$ cat config.mk
export PLATFORM = sky130hd
export DESIGN_NAME = regfile_wb_arbiter_flat
export DESIGN_NICKNAME = d
export VERILOG_FILES = /design/src/rtl/regfile_pkg.sv /design/src/rtl/regfile_wb_arbiter_if.sv /design/src/rtl/regfile_wb_arbiter_rr_arb2.sv /design/src/rtl/regfile_wb_arbiter.sv /design/src/flat_wrapper.sv
export SDC_FILE = /design/constraint.sdc
export NUM_CORES = 1
export LEC_CHECK = 0
export BUFFER_PORTS_ARGS = -buffer_cell sky130_fd_sc_hd__buf_4
export CORE_MARGIN = 3
export CORE_UTILIZATION = 51
export DETAILED_ROUTE_END_ITERATION = 12
export GPL_TIMING_DRIVEN = 0
export PLACE_DENSITY = 0.86
export SYNTH_ARGS = -nofsm -noshare
export SYNTH_HDL_FRONTEND = slang
export SYNTH_SLANG_ARGS = --single-unit
$ cat constraint.sdc
create_clock -name clk -period 5.41 [get_ports clk]
set_input_delay 1.082 -clock clk [delete_from_list [all_inputs] [get_ports clk]]
set_output_delay 1.082 -clock clk [all_outputs]
set_load 0.1 [all_outputs]
$ cat src/rtl/regfile_pkg.sv
// Shared constants and types for the register-file write-back path.
package regfile_pkg;

    localparam int unsigned N_DEFAULT  = 32;
    localparam int unsigned R_DEFAULT  = 5;
    localparam int unsigned CW_DEFAULT = 16;
    localparam int unsigned ZERO_REG   = 0;

    typedef enum logic {
        REQ_ALU  = 1'b0,
        REQ_LOAD = 1'b1
    } wb_src_t;

    // The requester that is not s; used to hand priority to the loser.
    function automatic wb_src_t other_src(input wb_src_t s);
        return (s == REQ_ALU) ? REQ_LOAD : REQ_ALU;
    endfunction

endpackage

$ cat src/rtl/regfile_wb_arbiter_if.sv
// Requester-side valid/ready bundle for the two write-back sources.
interface regfile_wb_arbiter_if #(
    parameter int unsigned n = 32,
    parameter int unsigned r = 5
);
    logic [1:0]   req_valid;
    logic [r-1:0] req_addr0;
    logic [r-1:0] req_addr1;
    logic [n-1:0] req_data0;
    logic [n-1:0] req_data1;
    logic [1:0]   req_ready;

    modport master (
        output req_valid, req_addr0, req_addr1, req_data0, req_data1,
        input  req_ready
    );

    modport slave (
        input  req_valid, req_addr0, req_addr1, req_data0, req_data1,
        output req_ready
    );
endinterface

$ cat src/rtl/regfile_wb_arbiter_rr_arb2.sv
// Two-way round-robin arbiter; owns the priority flop, grant is combinational.
module rr_arb2
    import regfile_pkg::*;
(
    input  logic       clk,
    input  logic       rst_n,
    input  logic       i_en,
    input  logic [1:0] i_valid,
    output logic [1:0] o_grant_c,
    output wb_src_t    o_winner_c,
    output logic       o_conflict_c
);

    wb_src_t    r_prio;
    logic [1:0] w_valid;

    assign w_valid      = i_en ? i_valid : 2'b00;
    assign o_conflict_c = &w_valid;

    always_comb begin
        o_grant_c  = 2'b00;
        o_winner_c = REQ_ALU;
        case (w_valid)
            2'b01: begin
                o_grant_c  = 2'b01;
                o_winner_c = REQ_ALU;
            end
            2'b10: begin
                o_grant_c  = 2'b10;
                o_winner_c = REQ_LOAD;
            end
            2'b11: begin
                if (r_prio == REQ_LOAD) begin
                    o_grant_c  = 2'b10;
                    o_winner_c = REQ_LOAD;
                end else begin
                    o_grant_c  = 2'b01;
                    o_winner_c = REQ_ALU;
                end
            end
            default: ;
        endcase
    end

    // Every handshake passes priority to the requester that did not win.
    always_ff @(posedge clk or negedge rst_n) begin
        if (!rst_n) begin
            r_prio <= REQ_ALU;
        end else if (|o_grant_c) begin
            r_prio <= other_src(o_winner_c);
        end
    end

endmodule

$ cat src/rtl/regfile_wb_arbiter.sv
// Shares the regfile write port between ALU and load write-back with a
// registered output stage, register-0 suppression and a conflict counter.
module regfile_wb_arbiter
    import regfile_pkg::*;
#(
    parameter int unsigned n  = N_DEFAULT,
    parameter int unsigned r  = R_DEFAULT,
    parameter int unsigned cw = CW_DEFAULT
) (
    input  logic                 clk,
    input  logic                 rst,
    regfile_wb_arbiter_if.slave  bus,
    output logic [r-1:0]         write_addr,
    output logic [n-1:0]         write_data,
    output logic                 write_en,
    output logic [cw-1:0]        conflict_cnt,
    output wb_src_t              last_grant
);

    logic          r_run;
    logic [r-1:0]  r_write_addr;
    logic [n-1:0]  r_write_data;
    logic          r_write_en;
    logic [cw-1:0] r_conflict_cnt;
    wb_src_t       r_last_grant;

    logic [1:0]    w_grant_c;
    wb_src_t       w_winner_c;
    logic          w_conflict_c;
    logic          w_hs;
    logic          w_wr;
    logic [r-1:0]  w_addr;
    logic [n-1:0]  w_data;

    // Grants stay off until the first rising edge after reset release.
    always_ff @(posedge clk or negedge rst) begin
        if (!rst) begin
            r_run <= 1'b0;
        end else begin
            r_run <= 1'b1;
        end
    end

    rr_arb2 u_arb (
        .clk          (clk),
        .rst_n        (rst),
        .i_en         (r_run),
        .i_valid      (bus.req_valid),
        .o_grant_c    (w_grant_c),
        .o_winner_c   (w_winner_c),
        .o_conflict_c (w_conflict_c)
    );

    assign bus.req_ready = w_grant_c;
    assign w_hs   = |w_grant_c;
    assign w_addr = (w_winner_c == REQ_LOAD) ? bus.req_addr1 : bus.req_addr0;
    assign w_data = (w_winner_c == REQ_LOAD) ? bus.req_data1 : bus.req_data0;
    assign w_wr   = w_hs && (w_addr != r'(ZERO_REG));

    // Register-0 requests still handshake but never reach the write port.
    always_ff @(posedge clk or negedge rst) begin
        if (!rst) begin
            r_write_en     <= 1'b0;
            r_write_addr   <= '0;
            r_write_data   <= '0;
            r_last_grant   <= REQ_ALU;
            r_conflict_cnt <= '0;
        end else begin
            r_write_en <= w_wr;
            if (w_wr) begin
                r_write_addr <= w_addr;
                r_write_data <= w_data;
            end
            if (w_hs) begin
                r_last_grant <= w_winner_c;
            end
            if (w_conflict_c && (r_conflict_cnt != {cw{1'b1}})) begin
                r_conflict_cnt <= r_conflict_cnt + cw'(1);
            end
        end
    end

    assign write_en     = r_write_en;
    assign write_addr   = r_write_addr;
    assign write_data   = r_write_data;
    assign last_grant   = r_last_grant;
    assign conflict_cnt = r_conflict_cnt;

endmodule

$ cat src/flat_wrapper.sv
// flat-port wrapper written by rule: the top's interface ports become plain ports
module regfile_wb_arbiter_flat import regfile_pkg::*;
#(
    parameter int unsigned n  = N_DEFAULT,
    parameter int unsigned r  = R_DEFAULT,
    parameter int unsigned cw = CW_DEFAULT
)
  (clk, rst, write_addr, write_data, write_en, conflict_cnt, last_grant, bus_req_valid, bus_req_addr0, bus_req_addr1, bus_req_data0, bus_req_data1, bus_req_ready);
  regfile_wb_arbiter_if #(.n(n), .r(r)) bus_i ();
  input  logic clk;
  input  logic rst;
  output logic [r-1:0] write_addr;
  output logic [n-1:0] write_data;
  output logic write_en;
  output logic [cw-1:0] conflict_cnt;
  output wb_src_t last_grant;
  input wire logic [$bits(bus_i.req_valid)-1:0] bus_req_valid;
  input wire logic [$bits(bus_i.req_addr0)-1:0] bus_req_addr0;
  input wire logic [$bits(bus_i.req_addr1)-1:0] bus_req_addr1;
  input wire logic [$bits(bus_i.req_data0)-1:0] bus_req_data0;
  input wire logic [$bits(bus_i.req_data1)-1:0] bus_req_data1;
  output wire logic [$bits(bus_i.req_ready)-1:0] bus_req_ready;
  assign bus_i.req_valid = bus_req_valid;
  assign bus_i.req_addr0 = bus_req_addr0;
  assign bus_i.req_addr1 = bus_req_addr1;
  assign bus_i.req_data0 = bus_req_data0;
  assign bus_i.req_data1 = bus_req_data1;
  assign bus_req_ready = bus_i.req_ready;
  regfile_wb_arbiter #(.n(n), .r(r), .cw(cw)) u_core (.clk(clk), .rst(rst), .bus(bus_i), .write_addr(write_addr), .write_data(write_data), .write_en(write_en), .conflict_cnt(conflict_cnt), .last_grant(last_grant));
endmodule
==> impl_metrics.csv <==
group,metric,value,unit
outcome,outcome,"finished clean",
synth,synthMuxAreaShare,0.3012,
route,drc_errors,0,
hold_path,worst_hold_path_type,"flip-flop to flip-flop",
timing,finalCriticalPeriod,3.587,ns
grt,grt_pass1_vias,2224,
timing,skew,0.004131,ns
cts,cts_buffer_depth,2,
route,vias,2344,
grt,grt_pass1_wl,10690,microns
power,combPwrFrac,0.481,
route,routed_wl,7362,microns
route,routed_via_density,5.220,
cts,clock-root-buffer,"clkbuf_8",
synth,syn_avg_cell_area,13.14,sq um
synth,ys_types,41,
synth,ys_dominant_reg_cell,"dfrtp_1",
placed_design,io_buffers,134,
power,pwr-share-clk,0.201,
cts,cts_buffers,9,
die,placementRows,27,
route,wl_per_cell,16.40,microns
cts,cts.sinks,57,
synth,ys_warn_count,0,
setup_path,cp_max_fo,10,
power,power.leakage,0.002057,uW
timing,setup_violations,0,
route,drt_iter0_drc,82,
cts,post_cts_resized,0,
cts,htree_levels,3,
grt,use_met1,0.2521,
power,power_switching,816.6,uW
die,dieArea,6802,sq um
power,seqPwrFrac,0.317,
timing,rsz0062_at_grt,"no",
cts,clk_pin_slew,0.06,ns
final_layout,fin_cells,449,
synth,ys_seq_elements,57,
route,drtPass1Iterations,4,
grt,met3_usage,0.05857,
flow_run,cap_violations,0,
timing,fin_hold_ws,0.5030,ns
placed_design,gp_congestion,0.8755,
setup_path,cp-end-kind,"output port",
synth,synthXorXnorAreaFrac,0.03230,
timing,setup_ws,1.823,ns
timing,timing_hold_violations_final,0,
power,p_int,906.1,uW
synth,syn-num-nets,306,
setup_path,startpoint_type,"primary input",
timing,slew_headroom,0.3204,
power,max-vdd-ir-drop,0.0004247,V
power,switching_share,0.4740,
route,antenna_left,0,
cts,post_cts_buffers,0,
placed_design,dp_hpwl,5576,microns
cts,clk_latency,0.33,ns
cts,cts_tree,"yes",
grt,grt.overflow.total,0,
synth,synth_adder_area_share,0.004195,
setup_path,crit_type,"primary input to output port",
synth,synth_edf_count,0,
timing,fmax,0.2788,GHz
timing,tightest_slew,1.010,ns
synth,syn-cell-area,2983,sq um
power,totalPowerFinal,1723,uW
final_layout,drive_gt1_frac,0.5968,
synth,synth-simple-area-share,0.1036,
grt,busiest_layer,"met2",
synth,synthCells,227,
grt,grt_max_degree,58,
grt,use_met2,0.3670,
grt,gr-usage-all-layers,0.2131,
placed_design,post-place-ws,1.785,ns
placed_design,dp.cells,433,
final_layout,syn2layout_area_growth,42.58,%
grt,antenna_found_initial,0,
synth,yosysSeqAreaShare,0.4782,
final_layout,diodes,0,
synth,synth_top_family_by_area,"multiplexers",
timing,setup_tns,0,ns
die,die_w,82.48,microns
timing,finalMaxSlewViolations,0,
power,p_per_area,405.1,nW/um^2
synth,synth_compound_area_frac,0.04698,
setup_path,crit_required,4.33,ns
setup_path,arrival,2.50,ns
synth,synth_async_sr_flop_share,1.000,
final_layout,fin_nets,451,
die,ios,135,
die,core-area,5574,sq um
die,dieHeight,82.48,microns
timing,finalCritPeriodShare,0.6630,
die,start_util,0.5351,
cts,holdBufCountCts,0,
==> through the flow <==
stage | instance area [sq um] | util
after floorplan | 2983 | -
after global placement | 4079 | 0.7318
after detailed placement | 4079 | 0.7318
after CTS | 4253 | 0.7630
after global routing | 4253 | 0.7630
final | 4253 | 0.7630
==> metal layers <==
metal  routed length, microns  share of wire
met5                        0              0
met3                      641          0.087
met1                     2911           0.40
met4                      115          0.016
met2                     3693           0.50
==> cells in the final DEF, fill, tap and decap left out, types with 2 or more instances in the layout <==
master     count
a31oi_1        2
buf_12         3
buf_2          2
buf_4        134
clkbuf_1       3
clkbuf_8      11
clkinv_2       3
dfrtp_1       57
inv_1          2
mux2_2        38
mux2_4        28
mux2i_1        5
nand2_1        9
nand3_1        8
nand4_1        3
nor2_1         8
nor3_1         6
nor4_1         5
nor4b_1        2
o21a_1         2
o21ai_0        6
o2bb2ai_1      3
o311ai_0       2
or2_2          2
or3_1          4
or4_1          2
xnor2_1        2
xor2_1         9
==> layout make-up <==
cell class	instances	area [sq um]
multi-input cells	160	1460
flip-flops and latches	57	1426
fillers	372	1321
repair buffers	134	1006
clock buffers	13	158.9
well taps	72	90.09
plain buffers	8	88.84
clock inverters	3	15.01
inverters	2	7.507
==> path summary, 6_finish.rpt <==
| check | startpoint | endpoint | slack (ns) | depth (start not counted) |
|---|---|---|---|---|
| setup / recovery | bus_req_valid[0] | bus_req_ready[1] | 1.82 | 6 |
| hold / removal | u_core.conflict_cnt[7] | u_core.conflict_cnt[7] | 0.50 | 1 |
| setup reg to reg | u_core.conflict_cnt[0] | u_core.conflict_cnt[1] | 3.08 | 5 |
| hold reg to reg | u_core.conflict_cnt[7] | u_core.conflict_cnt[7] | 0.50 | 1 |
| max in group asynchronous | rst | u_core.conflict_cnt[15] | 4.16 | 1 |
| min in group asynchronous | rst | u_core.write_data[24] | 0.80 | 1 |
==> cell families (layout without fill, tap and decap cells) <==
logic type | Yosys count | count (layout)
other | 1 | 1
multiplexers | 71 | 71
AND/OR/NAND/NOR | 56 | 56
AO/OA/AOI/OAI | 20 | 20
XOR/XNOR | 11 | 11
adder cells (fa/ha/maj) | 1 | 1
flip-flops | 57 | 57
buffers and inverters | 10 | 160
==> power groups by stage <==
stage / clock [uW] / combinational (uW) / sequential, uW
after floorplan: 0 / 153 / 1020
after global placement: 0 / 823 / 547
after detailed placement: 0 / 832 / 552
after CTS: 352 / 834 / 547
after global routing: 375 / 856 / 556
final: 347 / 829 / 547
==> critical path, cell delays in order <==
cell     delay (ns)
buf_4          0.13
nor2b_1        0.18
nor2_1         0.16
buf_2          0.29
buf_2          0.32
buf_4          0.34
==> registers in the layout, summed over array words and instances (netlist names) <==
signal / cells
u_core.write_data: 32
u_core.conflict_cnt: 16
u_core.write_addr: 5
u_core.write_en: 1
u_core.u_arb.r_prio: 1
u_core.r_run: 1
u_core.last_grant: 1
==> cell usage after synthesis, types with 2 or more instances <==
| master | number | share of area |
|---|---|---|
| a31oi_1 | 2 | 0.0042 |
| buf_12 | 3 | 0.020 |
| buf_2 | 2 | 0.0034 |
| dfrtp_1 | 57 | 0.48 |
| inv_1 | 2 | 0.0025 |
| mux2_2 | 38 | 0.14 |
| mux2_4 | 28 | 0.14 |
| mux2i_1 | 5 | 0.017 |
| nand2_1 | 9 | 0.011 |
| nand3_1 | 8 | 0.013 |
| nand4_1 | 3 | 0.0063 |
| nor2_1 | 8 | 0.010 |
| nor3_1 | 6 | 0.010 |
| nor4_1 | 5 | 0.010 |
| nor4b_1 | 2 | 0.0059 |
| o21a_1 | 2 | 0.0050 |
| o21ai_0 | 6 | 0.010 |
| o2bb2ai_1 | 3 | 0.0088 |
| o311ai_0 | 2 | 0.0059 |
| or2_2 | 2 | 0.0042 |
| or3_1 | 4 | 0.0084 |
| or4_1 | 2 | 0.0050 |
| xnor2_1 | 2 | 0.0059 |
| xor2_1 | 9 | 0.026 |
(Power assumes the default switching activity.)
